## src/rtl/ex_pipe_if.sv

```systemverilog
// Handshake and operand bundle between the venus decode/register-read stage,
// the execute stage, and the memory/write-back stage.
interface ex_pipe_if #(
  parameter int unsigned XLEN    = 32,
  parameter int unsigned RADDR_W = 4
);
  logic               v_i;
  logic               stall_o;
  logic [XLEN-1:0]    rd_value_i;
  logic [XLEN-1:0]    rs_value_i;
  logic [XLEN-1:0]    imm_value_i;
  logic [RADDR_W-1:0] rd_addr_i;
  logic [6:0]         opcode_i;
  logic               ctrl_inte_i;
  logic               ctrl_logic_i;
  logic               ctrl_shift_i;
  logic               ctrl_ld_i;
  logic               ctrl_st_i;
  logic               ctrl_br_i;
  logic               immf_i;
  logic               v_o;
  logic               stall_i;
  logic [XLEN-1:0]    result_o;
  logic [RADDR_W-1:0] rd_addr_o;
  logic               wb_en_o;
  logic               branch_en_o;
  logic [5:0]         flags_o;

  modport master (
    output v_i, rd_value_i, rs_value_i, imm_value_i, rd_addr_i, opcode_i,
    output ctrl_inte_i, ctrl_logic_i, ctrl_shift_i, ctrl_ld_i, ctrl_st_i, ctrl_br_i,
    output immf_i, stall_i,
    input  stall_o, v_o, result_o, rd_addr_o, wb_en_o, branch_en_o, flags_o
  );

  modport slave (
    input  v_i, rd_value_i, rs_value_i, imm_value_i, rd_addr_i, opcode_i,
    input  ctrl_inte_i, ctrl_logic_i, ctrl_shift_i, ctrl_ld_i, ctrl_st_i, ctrl_br_i,
    input  immf_i, stall_i,
    output stall_o, v_o, result_o, rd_addr_o, wb_en_o, branch_en_o, flags_o
  );
endinterface

```

## src/rtl/ex_pipe.sv

```systemverilog
// venus execute stage: add/sub, logic, iterative shifter, ld/st address and
// branch evaluation against a registered condition-flag register.
module ex_pipe #(
  parameter int unsigned XLEN       = 32,
  parameter int unsigned RADDR_W    = 4,
  parameter int unsigned SHIFT_STEP = 8
) (
  input  logic     clk,
  input  logic     rst,
  ex_pipe_if.slave bus
);
  localparam int unsigned SW   = $clog2(XLEN);
  localparam logic [SW:0] STEP = (SW+1)'(SHIFT_STEP);

  typedef enum logic {IDLE, SHIFT} state_t;
  typedef enum logic [1:0] {SH_SLL, SH_SRL, SH_SRA, SH_ROL} shmode_t;

  function automatic logic [XLEN-1:0] shift_by(input logic [XLEN-1:0] x,
                                                input shmode_t mode,
                                                input logic [SW:0] amt);
    logic [XLEN-1:0] r;
    case (mode)
      SH_SLL:  r = x << amt;
      SH_SRL:  r = x >> amt;
      SH_SRA:  r = $signed(x) >>> amt;
      default: r = (x << amt) | (x >> (XLEN - 32'(amt)));
    endcase
    return r;
  endfunction

  function automatic logic [5:0] mk_flags(input logic [XLEN-1:0] r,
                                          input logic cy, input logic ov);
    logic z, n;
    z = (r == '0);
    n = r[XLEN-1];
    return {z, !z && !n, n, cy, ov, 1'b0};
  endfunction

  state_t             state_q;
  shmode_t            mode_q;
  logic [XLEN-1:0]    work_q;
  logic [SW:0]        rem_q;
  logic [RADDR_W-1:0] sh_rd_q;

  logic               v_q, wb_q, br_q;
  logic [XLEN-1:0]    result_q;
  logic [RADDR_W-1:0] rd_q;
  logic [5:0]         flags_q;

  logic [XLEN-1:0] op_a, op_b, b_eff;
  logic [XLEN:0]   sum_c;
  logic [SW-1:0]   shamt;
  logic            hold, stall_c, accept;

  assign op_a    = bus.rd_value_i;
  assign op_b    = bus.immf_i ? bus.imm_value_i : bus.rs_value_i;
  assign shamt   = op_b[SW-1:0];
  assign b_eff   = bus.opcode_i[0] ? ~op_b : op_b;
  assign sum_c   = {1'b0, op_a} + {1'b0, b_eff} + {{XLEN{1'b0}}, bus.opcode_i[0]};
  assign hold    = v_q && bus.stall_i;
  assign stall_c = (state_q == SHIFT) || hold;
  assign accept  = bus.v_i && !stall_c;

  logic unused_opcode_bit;
  assign unused_opcode_bit = bus.opcode_i[6];

  // Decode of an instruction presented in IDLE, class priority br > st > ld > shift > logic > inte
  logic [XLEN-1:0] res_c;
  logic            wb_c, brt_c, setf_c, cy_c, ov_c, long_c;

  always_comb begin
    res_c  = '0;
    wb_c   = 1'b0;
    brt_c  = 1'b0;
    setf_c = 1'b0;
    cy_c   = 1'b0;
    ov_c   = 1'b0;
    long_c = 1'b0;
    if (bus.ctrl_br_i) begin
      res_c = op_b;
      brt_c = (bus.opcode_i[5:0] == '0) || |(bus.opcode_i[5:0] & flags_q);
    end else if (bus.ctrl_st_i) begin
      res_c = op_a + bus.imm_value_i;
    end else if (bus.ctrl_ld_i) begin
      res_c = op_a + bus.imm_value_i;
      wb_c  = 1'b1;
    end else if (bus.ctrl_shift_i) begin
      res_c  = op_a;
      wb_c   = 1'b1;
      setf_c = 1'b1;
      long_c = (shamt != '0);
    end else if (bus.ctrl_logic_i) begin
      case (bus.opcode_i[1:0])
        2'b00:   res_c = op_a & op_b;
        2'b01:   res_c = op_a | op_b;
        2'b10:   res_c = op_a ^ op_b;
        default: res_c = ~op_a;
      endcase
      wb_c   = 1'b1;
      setf_c = 1'b1;
    end else if (bus.ctrl_inte_i) begin
      res_c  = sum_c[XLEN-1:0];
      cy_c   = sum_c[XLEN];
      ov_c   = (op_a[XLEN-1] == b_eff[XLEN-1]) && (sum_c[XLEN-1] != op_a[XLEN-1]);
      wb_c   = 1'b1;
      setf_c = 1'b1;
    end
  end

  logic            last_c;
  logic [SW:0]     step_c;
  logic [XLEN-1:0] shifted_c;

  assign last_c    = (rem_q <= STEP);
  assign step_c    = last_c ? rem_q : STEP;
  assign shifted_c = shift_by(work_q, mode_q, step_c);

  // One output-load path shared by single-cycle ops and the final shift step
  logic               load_c, ld_wb, ld_br, ld_setf, ld_cy, ld_ov;
  logic [XLEN-1:0]    ld_res;
  logic [RADDR_W-1:0] ld_rd;

  always_comb begin
    if (state_q == IDLE) begin
      load_c  = accept && !long_c;
      ld_res  = res_c;
      ld_rd   = bus.rd_addr_i;
      ld_wb   = wb_c;
      ld_br   = brt_c;
      ld_setf = setf_c;
      ld_cy   = cy_c;
      ld_ov   = ov_c;
    end else begin
      load_c  = last_c && !hold;
      ld_res  = shifted_c;
      ld_rd   = sh_rd_q;
      ld_wb   = 1'b1;
      ld_br   = 1'b0;
      ld_setf = 1'b1;
      ld_cy   = 1'b0;
      ld_ov   = 1'b0;
    end
  end

  always_ff @(posedge clk or negedge rst) begin
    if (!rst) begin
      state_q  <= IDLE;
      mode_q   <= SH_SLL;
      work_q   <= '0;
      rem_q    <= '0;
      sh_rd_q  <= '0;
      v_q      <= 1'b0;
      wb_q     <= 1'b0;
      br_q     <= 1'b0;
      result_q <= '0;
      rd_q     <= '0;
      flags_q  <= '0;
    end else begin
      case (state_q)
        IDLE: begin
          if (accept && long_c) begin
            state_q <= SHIFT;
            mode_q  <= shmode_t'(bus.opcode_i[1:0]);
            work_q  <= op_a;
            rem_q   <= {1'b0, shamt};
            sh_rd_q <= bus.rd_addr_i;
          end
        end
        default: begin
          // The final step stalls in place while the previous result is still blocked
          if (!(last_c && hold)) begin
            work_q <= shifted_c;
            rem_q  <= rem_q - step_c;
            if (last_c) state_q <= IDLE;
          end
        end
      endcase

      if (load_c) begin
        v_q      <= 1'b1;
        result_q <= ld_res;
        rd_q     <= ld_rd;
        wb_q     <= ld_wb;
        br_q     <= ld_br;
        if (ld_setf) flags_q <= mk_flags(ld_res, ld_cy, ld_ov);
      end else if (v_q && !bus.stall_i) begin
        v_q <= 1'b0;
      end
    end
  end

  assign bus.stall_o     = stall_c;
  assign bus.v_o         = v_q;
  assign bus.result_o    = result_q;
  assign bus.rd_addr_o   = rd_q;
  assign bus.wb_en_o     = wb_q;
  assign bus.branch_en_o = br_q;
  assign bus.flags_o     = flags_q;
endmodule

```

## src/flat_wrapper.sv

```systemverilog
// flat-port wrapper written by rule: the top's interface ports become plain ports
module ex_pipe_flat 
#(
  parameter int unsigned XLEN       = 32,
  parameter int unsigned RADDR_W    = 4,
  parameter int unsigned SHIFT_STEP = 8
)
  (clk, rst, bus_v_i, bus_rd_value_i, bus_rs_value_i, bus_imm_value_i, bus_rd_addr_i, bus_opcode_i, bus_ctrl_inte_i, bus_ctrl_logic_i, bus_ctrl_shift_i, bus_ctrl_ld_i, bus_ctrl_st_i, bus_ctrl_br_i, bus_immf_i, bus_stall_i, bus_stall_o, bus_v_o, bus_result_o, bus_rd_addr_o, bus_wb_en_o, bus_branch_en_o, bus_flags_o);
  ex_pipe_if #(.XLEN(XLEN), .RADDR_W(RADDR_W)) bus_i ();
  input  logic clk;
  input  logic rst;
  input wire logic [$bits(bus_i.v_i)-1:0] bus_v_i;
  input wire logic [$bits(bus_i.rd_value_i)-1:0] bus_rd_value_i;
  input wire logic [$bits(bus_i.rs_value_i)-1:0] bus_rs_value_i;
  input wire logic [$bits(bus_i.imm_value_i)-1:0] bus_imm_value_i;
  input wire logic [$bits(bus_i.rd_addr_i)-1:0] bus_rd_addr_i;
  input wire logic [$bits(bus_i.opcode_i)-1:0] bus_opcode_i;
  input wire logic [$bits(bus_i.ctrl_inte_i)-1:0] bus_ctrl_inte_i;
  input wire logic [$bits(bus_i.ctrl_logic_i)-1:0] bus_ctrl_logic_i;
  input wire logic [$bits(bus_i.ctrl_shift_i)-1:0] bus_ctrl_shift_i;
  input wire logic [$bits(bus_i.ctrl_ld_i)-1:0] bus_ctrl_ld_i;
  input wire logic [$bits(bus_i.ctrl_st_i)-1:0] bus_ctrl_st_i;
  input wire logic [$bits(bus_i.ctrl_br_i)-1:0] bus_ctrl_br_i;
  input wire logic [$bits(bus_i.immf_i)-1:0] bus_immf_i;
  input wire logic [$bits(bus_i.stall_i)-1:0] bus_stall_i;
  output wire logic [$bits(bus_i.stall_o)-1:0] bus_stall_o;
  output wire logic [$bits(bus_i.v_o)-1:0] bus_v_o;
  output wire logic [$bits(bus_i.result_o)-1:0] bus_result_o;
  output wire logic [$bits(bus_i.rd_addr_o)-1:0] bus_rd_addr_o;
  output wire logic [$bits(bus_i.wb_en_o)-1:0] bus_wb_en_o;
  output wire logic [$bits(bus_i.branch_en_o)-1:0] bus_branch_en_o;
  output wire logic [$bits(bus_i.flags_o)-1:0] bus_flags_o;
  assign bus_i.v_i = bus_v_i;
  assign bus_i.rd_value_i = bus_rd_value_i;
  assign bus_i.rs_value_i = bus_rs_value_i;
  assign bus_i.imm_value_i = bus_imm_value_i;
  assign bus_i.rd_addr_i = bus_rd_addr_i;
  assign bus_i.opcode_i = bus_opcode_i;
  assign bus_i.ctrl_inte_i = bus_ctrl_inte_i;
  assign bus_i.ctrl_logic_i = bus_ctrl_logic_i;
  assign bus_i.ctrl_shift_i = bus_ctrl_shift_i;
  assign bus_i.ctrl_ld_i = bus_ctrl_ld_i;
  assign bus_i.ctrl_st_i = bus_ctrl_st_i;
  assign bus_i.ctrl_br_i = bus_ctrl_br_i;
  assign bus_i.immf_i = bus_immf_i;
  assign bus_i.stall_i = bus_stall_i;
  assign bus_stall_o = bus_i.stall_o;
  assign bus_v_o = bus_i.v_o;
  assign bus_result_o = bus_i.result_o;
  assign bus_rd_addr_o = bus_i.rd_addr_o;
  assign bus_wb_en_o = bus_i.wb_en_o;
  assign bus_branch_en_o = bus_i.branch_en_o;
  assign bus_flags_o = bus_i.flags_o;
  ex_pipe #(.XLEN(XLEN), .RADDR_W(RADDR_W), .SHIFT_STEP(SHIFT_STEP)) u_core (.clk(clk), .rst(rst), .bus(bus_i));
endmodule
```

## config.mk

```make
export PLATFORM = sky130hd
export DESIGN_NAME = ex_pipe_flat
export DESIGN_NICKNAME = d
export VERILOG_FILES = /design/src/rtl/ex_pipe_if.sv /design/src/rtl/ex_pipe.sv /design/src/flat_wrapper.sv
export SDC_FILE = /design/constraint.sdc
export NUM_CORES = 1
export LEC_CHECK = 0
export CAP_MARGIN = 20
export CORE_UTILIZATION = 30
export DETAILED_ROUTE_END_ITERATION = 12
export PLACE_DENSITY = 0.57
export SKIP_LAST_GASP = 1
export SLEW_MARGIN = 0
export SYNTH_ARGS = -nofsm -noshare
export SYNTH_HDL_FRONTEND = slang
export SYNTH_SLANG_ARGS = --single-unit
export TNS_END_PERCENT = 1
```

## constraint.sdc

```tcl
create_clock -name clk -period 8.75 [get_ports clk]
set_input_delay 1.75 -clock clk [delete_from_list [all_inputs] [get_ports clk]]
set_output_delay 1.75 -clock clk [all_outputs]
set_load 0.01 [all_outputs]
```

==> summary.md <==
The run finished with clean final reports. The overall die width came out at 235 um. Dividing the synthesized area by the synthesized cell count gives 7.44 um2. In the final timing run, aggregate negative setup slack is 0 ps. The number of antenna diodes in the final layout is 0.

The buffer levels on the longest clock path came out at 2. Cells fill 34.8% of the core in the end. For this run, the top clock speed supported by timing is 0.146 GHz.

Type of the worst setup path: in2reg. For this run, the total global-route usage over all layers was measured as 27.6%. The count of fill cells added during filler insertion is 5765. The total clock buffers created by CTS is 9, and the power density normalized to cell area is 283 nW/um2.

The congestion estimate from routability-driven global placement came to 0.953. The met3 track utilization from global routing is 2.64%, and the number of resized instances in the post-cts repair step is 0. The launching point of the worst reg2reg path was u_core.rem_q[3]. In the post-synthesis netlist, the cell with the most instances is sky130_fd_sc_hd__nand2_1. Summed over all instances, the cell type with the most area after synthesis is sky130_fd_sc_hd__dfrtp_1. The startpoint identified for the worst hold timing path is u_core.bus.result_o[30]. Data on the critical path arrives at its endpoint at 7090 ps. The tree is rooted in a sky130_fd_sc_hd__clkbuf_16. Setup repair after global routing left no endpoint under its margin. In this run the worst setup path begins at bus_immf_i. Counting every sink on the clock net gives 89. The worst setup path is captured at a flip-flop. Yosys printed 0 warnings. For this run, the slowest stage of the critical path takes 740 ps. Core box area: 53800 um2.

The highest fanout seen on the critical path was 24. Once detail routing completed, the nets flagged for antenna violations numbered 0. IR analysis of the VDD net gives a maximum drop of 121 uV. In the finished design, the share of the clock period the worst path needs comes to 78.2%. Across the run, the number of max-cap violations was 0. The number of instances in the synthesized netlist came out at 2192.

After clock tree synthesis, the clock-pin slew on the worst setup and hold paths is 70 ps. Together, buffers and inverters on the worst path number 2. The layer flagged by global routing as most heavily used is met2. After synthesis, the share of flip-flops with an asynchronous set or reset is 100%. The logs give 2483 for the total number of nets in the final design and 0 for the post-CTS setup repair buffer count. The tools report the sequential fraction of the synthesis area as 13.7%.

The final hold violation count came out at 0. The floorplan step set the die height to 235 um. Detailed placement finished with a half-perimeter wire length of 59700 um. Summing internal, switching and leakage power gives 5.29 mW. Entering global routing, the biggest net connects 69 pins. After synthesis the netlist holds a flip-flop and latch count of 89. The path class of the tightest hold or removal check is reg2reg. The worst-skew pair later-pin latency was 360 ps; the area fraction of the dominant cell type after synthesis was 13.7%.

Number of input and output port buffers inserted: 161. The met2 track utilization from global routing came out at 44.9%. After the first detailed-routing iteration, the DRC count stood at 2289. The first TritonRoute pass finished after 6 iterations. After synthesis, the most frequently instantiated cells are sky130_fd_sc_hd__nand2_1 (274), sky130_fd_sc_hd__a21oi_1 (174), sky130_fd_sc_hd__o21ai_0 (174). The boundary pin count was 164; the final-report setup violation count was 0. At the worst endpoint, the required time is 9000 ps. The critical path goes through buf_2 > buf_4 > mux2i_1 > xnor2_1 > ha_1 > and4_1 > nand3_1 > a21oi_1 > a211oi_1 > xnor2_1 > a221oi_1 > o22ai_1 > or4_1 > nor4_1 > o2111ai_1 > and2_1. The floorplan die area is 55300 um2. The tools report the startpoint kind of the worst setup timing path as an input port. Grouping stages by cell kind, the critical path spends the most delay in simple AND/OR/NAND/NOR gates. Worst slew slack as a fraction of its limit: 24.0%. Residual DRC count: 0.

The run gives 0 as the initial antenna violation count. Once the floorplan was initialized, standard cells occupied 30.3% of the core. Cells with a size suffix above 1 make up 7.79% of the layout. By instance count, the cell type seen most on the critical path is sky130_fd_sc_hd__xnor2_1. For the total of hold buffers inserted after clock tree synthesis, the log shows 0. The logs give 3 for the deepest level of the CTS H-tree and 85 for the floorplan row count. The first global-routing pass estimated 117000 um of wire. TritonCTS built the clock tree. The top flip-flop cell by instance count after synthesis is sky130_fd_sc_hd__dfrtp_1. After detailed routing, the total wire length is 78500 um. The run gives 17700 as the number of global-route vias before repair. The minimum clock period after layout works out to 6840 ps. Summed over all cells, the static leakage comes to 7.54 nW. The mean routed wirelength per cell was 26.8 um. Counting every net in the synthesized netlist gives 2447.

Yosys attributes the largest share of cell area to sky130_fd_sc_hd__dfrtp_1 (14%), sky130_fd_sc_hd__ha_1 (10%), sky130_fd_sc_hd__mux2i_1 (6.7%). The netlist uses 91 different library cells. The synthesized netlist occupies a cell area of 16300 um2. Slew of the pin with the lowest slew margin: 1140 ps. The count of vias placed by the detailed router was 18500; the total overflow reported by the global router was 0. On the final layout, the worst clock skew is 8.05 ps.

The global routing usage on met1 was 37.2%. The largest individual stage delay along the critical path comes from the cell sky130_fd_sc_hd__mux2i_1. The tools report the number of max-slew violations in the final report as 0. The via count normalized by instance count is 6.31.

Counting flops with a built-in enable in the synthesized netlist gives 0. Relative to the synthesized area, the layout overhead comes to 14.7%.
-- through the flow --
stage               setup WS, ps  hold slack (ps)  area [um2]  instances
finish                      1910              480       18700       2929
global route                1590              494       18700       2929
CTS                         2100              486       18700       2929
floorplan                   2050              479       16300       2192
global placement            1800              466       18400       2913
detailed placement          1710              469       18400       2913
-- final cells by class --
type                            instances  area (um2)  share of cell area, %
Inverter                              111         417                   2.23
Timing Repair Buffer                  202        1900                   10.2
Multi-Input combinational cell       1815       13000                   69.3
Tap cell                              696         871                   4.66
Sequential cell                        89        2230                   11.9
Clock inverter                          6        75.1                  0.401
Clock buffer                           10         239                   1.28
-- cell usage in the layout, fill, tap and decap left out, types with 14 or more instances in the layout --
cell type	instances
sky130_fd_sc_hd__a2111oi_0	15
sky130_fd_sc_hd__a21o_1	29
sky130_fd_sc_hd__a21oi_1	174
sky130_fd_sc_hd__o21ai_0	174
sky130_fd_sc_hd__o211ai_1	40
sky130_fd_sc_hd__clkdlybuf4s50_1	157
sky130_fd_sc_hd__buf_4	43
sky130_fd_sc_hd__xnor2_1	50
sky130_fd_sc_hd__mux2_2	35
sky130_fd_sc_hd__o22ai_1	22
sky130_fd_sc_hd__nor3_1	40
sky130_fd_sc_hd__nor2_1	122
sky130_fd_sc_hd__nand2b_1	16
sky130_fd_sc_hd__o31ai_1	24
sky130_fd_sc_hd__a22oi_1	14
sky130_fd_sc_hd__mux4_2	39
sky130_fd_sc_hd__a221oi_1	22
sky130_fd_sc_hd__dfrtp_1	87
sky130_fd_sc_hd__inv_1	106
sky130_fd_sc_hd__or3_1	17
sky130_fd_sc_hd__a211oi_1	38
sky130_fd_sc_hd__nand4_1	22
sky130_fd_sc_hd__a31oi_1	37
sky130_fd_sc_hd__o21a_1	22
sky130_fd_sc_hd__mux2i_1	110
sky130_fd_sc_hd__xor2_1	18
sky130_fd_sc_hd__nand3_1	67
sky130_fd_sc_hd__and3_1	19
sky130_fd_sc_hd__nand2_1	273
sky130_fd_sc_hd__ha_1	135
-- power breakdown --
group	internal (mW)	leakage [nW]	switching, mW
Sequential	0.596	1.09	0.461
Clock	0.233	0.151	0.183
Combinational	1.42	6.29	2.39
-- metal layers --
metal  wire length [um]  vias to the layer above
met5                  0                        -
met4               3320                        0
met3               5880                      165
met2              36100                      949
met1              33200                     9065
li1                   -                     8305
-- worst reg2reg max path: stages (launching register included) --
cell and delay [ps]:
sky130_fd_sc_hd__dfrtp_1 590, sky130_fd_sc_hd__nor4b_4 570, sky130_fd_sc_hd__inv_2 400, sky130_fd_sc_hd__ha_1 930, sky130_fd_sc_hd__inv_2 410, sky130_fd_sc_hd__mux4_2 380, sky130_fd_sc_hd__a221oi_1 350, sky130_fd_sc_hd__o221ai_1 200
sky130_fd_sc_hd__a31oi_1 700, sky130_fd_sc_hd__nand4_1 170, sky130_fd_sc_hd__nor4_1 430, sky130_fd_sc_hd__nand4_1 300, sky130_fd_sc_hd__nor4_2 350, sky130_fd_sc_hd__o2111ai_1 200, sky130_fd_sc_hd__and2_1 210
-- kinds of logic after synthesis --
kind of cell | after synthesis | synth area share (%)
AOI/OAI and AO/OA | 762 | 31.0
xor gates and xnor gates | 70 | 3.76
adders and majority gates | 137 | 10.6
buffers and inverters | 288 | 7.03
DFF | 89 | 13.7
muxes | 187 | 14.9
other | 2 | 0.0460
and+or+nand+nor | 657 | 19.0
-- path summary, 6_finish.rpt --
check	end	slack, ps	cells after the start
max	u_core.bus.flags_o[4]	1910	16
min	u_core.bus.result_o[30]	480	1
max reg2reg	u_core.bus.flags_o[4]	2440	14
min reg2reg	u_core.bus.result_o[30]	480	1
max in group asynchronous	u_core.state_q	6230	2
min in group asynchronous	u_core.bus.rd_addr_o[2]	1320	1
-- registers in the layout, indices dropped and copies added (netlist names) --
name and cells:
u_core.state_q 1, u_core.work_q 32, u_core.bus.branch_en_o 1, u_core.bus.wb_en_o 1, u_core.bus.v_o 1, u_core.sh_rd_q 4, u_core.bus.flags_o 5, u_core.rem_q 6
u_core.bus.result_o 32, u_core.mode_q 2, u_core.bus.rd_addr_o 4
(Power assumes the default switching activity.)
